### src/rtl/sram_dp_be.sv
// Simple dual-port SRAM with byte-lane write enables, registered read and self-clearing init.
// Optional per-lane even parity with error injection: define SRAM_DP_BE_PARITY_EN.
module sram_dp_be #(
    parameter int ADDR_W      = 3,
    parameter int DATA_W      = 8,
    parameter int LANE_W      = 4,
    parameter int WRITE_FIRST = 1
) (
    input  logic                       clk,
    input  logic                       rst,
    output logic                       init_busy,
    input  logic                       wr_en,
    input  logic [ADDR_W-1:0]          wr_addr,
    input  logic [DATA_W-1:0]          wr_data,
    input  logic [DATA_W/LANE_W-1:0]   wr_be,
    input  logic                       rd_en,
    input  logic [ADDR_W-1:0]          rd_addr,
    output logic [DATA_W-1:0]          rd_data,
    output logic                       rd_valid
`ifdef SRAM_DP_BE_PARITY_EN
    ,
    input  logic                       wr_par_flip,
    output logic                       rd_err
`endif
);

    localparam int NLANE = DATA_W / LANE_W;
    localparam int DEPTH = 2 ** ADDR_W;
    localparam logic [ADDR_W-1:0] LAST = '1;

    typedef enum logic {
        S_INIT,
        S_RUN
    } state_t;

    state_t state, state_nx;
    logic [ADDR_W-1:0] cnt, cnt_nx;
    logic run;
    logic do_wr;
    logic do_rd;
    logic collide;

    logic [DATA_W-1:0] mem [DEPTH];
    logic [DATA_W-1:0] old_word;
    logic [DATA_W-1:0] rd_word;

    // State register
    always_ff @(posedge clk or posedge rst) begin
        if (rst) begin
            state <= S_INIT;
            cnt   <= '0;
        end else begin
            state <= state_nx;
            cnt   <= cnt_nx;
        end
    end

    // Next-state: compare against the last address so no wrap is relied on
    always_comb begin
        state_nx = state;
        cnt_nx   = cnt;
        unique case (state)
            S_INIT: begin
                if (cnt == LAST) begin
                    state_nx = S_RUN;
                end else begin
                    cnt_nx = cnt + 1'b1;
                end
            end
            S_RUN: begin
                state_nx = S_RUN;
            end
            default: begin
                state_nx = S_INIT;
                cnt_nx   = '0;
            end
        endcase
    end

    // Outputs of the sequencer
    always_comb begin
        init_busy = 1'b1;
        run       = 1'b0;
        unique case (state)
            S_INIT: begin
                init_busy = 1'b1;
                run       = 1'b0;
            end
            S_RUN: begin
                init_busy = 1'b0;
                run       = 1'b1;
            end
            default: begin
                init_busy = 1'b1;
                run       = 1'b0;
            end
        endcase
    end

    assign do_wr   = run & wr_en;
    assign do_rd   = run & rd_en;
    assign collide = wr_en & rd_en & (wr_addr == rd_addr);
    assign old_word = mem[rd_addr];

    // Collision under write-first merges the enabled lanes into the old word
    always_comb begin
        rd_word = old_word;
        if ((WRITE_FIRST != 0) && collide) begin
            for (int i = 0; i < NLANE; i++) begin
                if (wr_be[i]) begin
                    rd_word[i*LANE_W +: LANE_W] = wr_data[i*LANE_W +: LANE_W];
                end
            end
        end
    end

    always_ff @(posedge clk) begin
        if (init_busy) begin
            mem[cnt] <= '0;
        end else if (wr_en) begin
            for (int i = 0; i < NLANE; i++) begin
                if (wr_be[i]) begin
                    mem[wr_addr][i*LANE_W +: LANE_W] <= wr_data[i*LANE_W +: LANE_W];
                end
            end
        end
    end

`ifdef SRAM_DP_BE_PARITY_EN
    logic [NLANE-1:0] par [DEPTH];
    logic [NLANE-1:0] wr_par;
    logic [NLANE-1:0] old_par;
    logic [NLANE-1:0] rd_par;
    logic [NLANE-1:0] calc_par;
    logic             err_nx;

    assign old_par = par[rd_addr];

    always_comb begin
        wr_par   = '0;
        calc_par = '0;
        rd_par   = old_par;
        for (int i = 0; i < NLANE; i++) begin
            wr_par[i]   = (^wr_data[i*LANE_W +: LANE_W]) ^ wr_par_flip;
            calc_par[i] = ^rd_word[i*LANE_W +: LANE_W];
            if ((WRITE_FIRST != 0) && collide && wr_be[i]) begin
                rd_par[i] = wr_par[i];
            end
        end
    end

    assign err_nx = |(calc_par ^ rd_par);

    always_ff @(posedge clk) begin
        if (init_busy) begin
            par[cnt] <= '0;
        end else if (wr_en) begin
            for (int i = 0; i < NLANE; i++) begin
                if (wr_be[i]) begin
                    par[wr_addr][i] <= wr_par[i];
                end
            end
        end
    end

    always_ff @(posedge clk or posedge rst) begin
        if (rst) begin
            rd_err <= 1'b0;
        end else begin
            rd_err <= do_rd & err_nx;
        end
    end
`endif

    // Read register: data holds when no read is issued
    always_ff @(posedge clk or posedge rst) begin
        if (rst) begin
            rd_data  <= '0;
            rd_valid <= 1'b0;
        end else begin
            rd_valid <= do_rd;
            if (do_rd) begin
                rd_data <= rd_word;
            end
        end
    end

    logic unused_ok;
    assign unused_ok = do_wr;

endmodule

### config.mk
export PLATFORM = sky130hd
export DESIGN_NAME = sram_dp_be
export DESIGN_NICKNAME = d
export VERILOG_FILES = /design/src/rtl/sram_dp_be.sv
export SDC_FILE = /design/constraint.sdc
export NUM_CORES = 1
export LEC_CHECK = 0
export CAP_MARGIN = 40
export CORE_ASPECT_RATIO = 1.25
export CORE_MARGIN = 2
export CORE_UTILIZATION = 45
export DETAILED_ROUTE_END_ITERATION = 16
export HOLD_SLACK_MARGIN = 0.02
export SLEW_MARGIN = 20
export SYNTH_ARGS = -nofsm -noshare
export SYNTH_HDL_FRONTEND = slang
export SYNTH_SLANG_ARGS = --single-unit
### constraint.sdc
create_clock -name clk -period 1.8 [get_ports clk]
set_input_delay 0.36 -clock clk [delete_from_list [all_inputs] [get_ports clk]]
set_output_delay 0.36 -clock clk [all_outputs]
set_load 0.01 [all_outputs]
==> run metrics, run 1 <==
xor and xnor area share after synthesis 1.045%; Synth Cell Area 3353 µm²; post-layout util 59.95%; pin count of the biggest net entering global routing 15; clk sinks 77; adder and majority gate portion of the synthesized area 0.7463%; # setup viols final 0; Reg-to-Reg End mem[4][3]$_DFFE_PP_; syn_nets 218; main combinational cell family by area after synthesis multiplexers; first-pass GRT wire length 10.79 mm; Row Count 35; wire length per cell 19.09 µm; # port buffers 29; critical path startpoint rd_addr[1]; most common cell after layout, fill and taps aside edfxtp_1; crit path DAT 1980 ps; vias in the first global route 2050; clk slew on worst S/H paths 80 ps; Setup crit end kind flip-flop; Fmax achieved 0.5752 GHz; most frequent cells in the layout 64 x edfxtp_1, 44 x buf_4, 23 x clkdlybuf4s50_1; reg2reg path depth 7; Final Wtd Congestion 0.7541; Core ar. 7313 µm²; headroom to the max-slew limit 60.06%; Die Y-Extent 100.5 µm; drt drc 0; non-filler cells, final 374; CTS tree built; count of final hold-check violations 0; FF+latch count, synth 77; Setup CP Type input port to flip-flop; Pwr Total 3.496 mW; syn avg cell area 17.11 µm²; Worst EP required 2040 ps; nets 299; Leak 1.744 nW; Synth Area in Compound Gates 3.806%; Initial DRT Pass Iterations 4; Total GRT Usage 19.25%; Detailed Place HPWL 5.298 mm; Starting Density 45.85%; CP max FO 4; sequential cell area fraction in the yosys report 67.01%; Placed Cells 353; number of H-tree levels 3; Final Max Slew Viols 0; initial antenna violation count 0; Slew @ Worst Pin 598.5 ps; Synth Instances 196; Bufs on Longest Clock Path 2; Root Buffer Master clkbuf_8; P&R area growth vs syn 30.75%; chip width 81.21 µm; Synth warnings 0; reg2reg start state$_DFF_PP0_; post-route ant nets 0; n_diodes 0; Power Dens Cells 797.5 nW/µm²; VDD IR-drop max 0.5479 mV; Final Skew 8.360 ps; share of cells above drive strength 1 30.85%; Design Area, Final 4384 µm²; I/O pin cnt 30; register-to-register setup slack 90 ps; total wire length 7.138 mm; Worst-Skew Late Latency 350 ps; total number of vias 1947; CTS buffer count 9; Cell variety after synth 29; Post-CTS Hold Buffers 0; status complete, no violations; dpl cell area 4064 µm²; vias per cell 5.206; simple-gate share of the synthesized area 7.463%; die footprint 8162 µm²; multiplexer share of the synthesized area 17.39%; grt total ovfl 0; Worst setup SP type input port; min Tclk post-route 1738 ps; max-cap violations 0; Min-Delay Path Class input port to asynchronous set/reset pin; DRT iter0 DRCs 174; final worst-path cycle share 96.58%; Setup crit end rd_data[3]$_DFFE_PP0P_
==> synth_stat cells (all sizes together) <==
master,instances,share of area (%)
edfxtp,64,57
nor2,17,1.9
mux4,16,12
dfrtp,13,9.7
nand2,11,1.2
o21ai,10,1.5
and2,8,1.5
mux2,8,2.7
mux2i,8,2.4
inv,6,0.67
a31oi,4,0.75
buf,4,1.4
clkbuf,4,0.45
nand3,4,0.60
xor2,4,1.0
a41oi,2,0.52
ha,2,0.75
nor3b,2,0.45
nor4,2,1.3
o22a,2,0.52
and3,1,0.19
nor2b,1,0.19
nor3,1,0.15
o211a,1,0.30
o211ai,1,0.22
==> cell type report <==
cell class | instances | area (µm²)
Timing Repair Buffer | 78 | 742.0
Inverter | 6 | 22.52
Clock buffer | 9 | 123.9
Clock inverter | 7 | 48.80
Fill cell | 561 | 2929
Tap cell | 92 | 115.1
Multi-Input combinational cell | 105 | 1085
Sequential cell | 77 | 2247
==> power by group <==
group | leakage [nW] | internal (mW) | switching, mW
clock | 0.0813 | 0.502 | 0.639
sequential | 0.816 | 1.96 | 0.0149
combinational | 0.847 | 0.205 | 0.175
total | 1.74 | 2.67 | 0.829
==> logic make-up (layout without fill, tap and decap cells) <==
group	after synthesis	in the layout
DFF	77	77
adders and majority gates	2	2
muxes	32	32
and+or+nand+nor	47	47
AOI/OAI and AO/OA	20	20
xor gates and xnor gates	4	4
buffers and inverters	14	100
==> stage by stage <==
| step | TNS, ps | setup slack, ps | hold slack, ps |
|---|---|---|---|
| 2_1_floorplan | 0 | 79.83 | 237.0 |
| 3_3_place_gp | -34530 | -507.3 | 468.3 |
| 3_5_place_dp | -37660 | -546.4 | 484.3 |
| 4_1_cts | -552.8 | -70.65 | 395.7 |
| 5_1_grt | -56.78 | -13.83 | 432.2 |
| 6_report | 0 | 61.52 | 383.7 |
==> flip-flops by register name, indices dropped and copies added, names as in the netlist <==
signal,cells
cnt,3
rd_valid,1
mem,64
state,1
rd_data,8
==> metal layers <==
layer / vias to the layer above / wire, µm / global-route usage (%)
li1: 933 / - / -
met5: - / 0 / 0
met3: 14 / 167 / 4.032
met1: 971 / 2919 / 22.61
met4: 0 / 170 / 9.518
met2: 29 / 3881 / 33.18
==> how the worst min path moves through the flow <==
stage | end | slack (ps) | cells past startpoint
5_1_grt | rd_data[3]$_DFFE_PP0P_ | 430 | 2
2_1_floorplan | cnt[0]$_DFFE_PP0P_ | 240 | 1
3_3_place_gp | rd_data[3]$_DFFE_PP0P_ | 470 | 2
3_5_place_dp | rd_data[0]$_DFFE_PP0P_ | 480 | 2
6_report | rd_data[2]$_DFFE_PP0P_ | 380 | 2
4_1_cts | rd_data[0]$_DFFE_PP0P_ | 400 | 2
==> repair_timing <==
| item | in CTS | in global routing |
|---|---|---|
| resized for setup | 6 | 16 |
| gates cloned | 1 | 0 |
| buffers inserted | 3 | 1 |
| pin swaps | 0 | 7 |
| setup endpoints to repair | 50 | 60 |
==> critical path, cell delays in order <==
cell and delay, ps:
clkdlybuf4s50_1 480, xor2_1 190, buf_4 160, nor4_4 290
buf_4 200, mux2i_2 220, o21ai_1 80
Note: power is estimated with default switching activity, not from simulation.
==> run 2, diff against run 1 <==
- CAP_MARGIN: 40 -> 10
==> results of run 2 <==
Same layout as run 1: the final DEF is identical, and so are final timing and power.
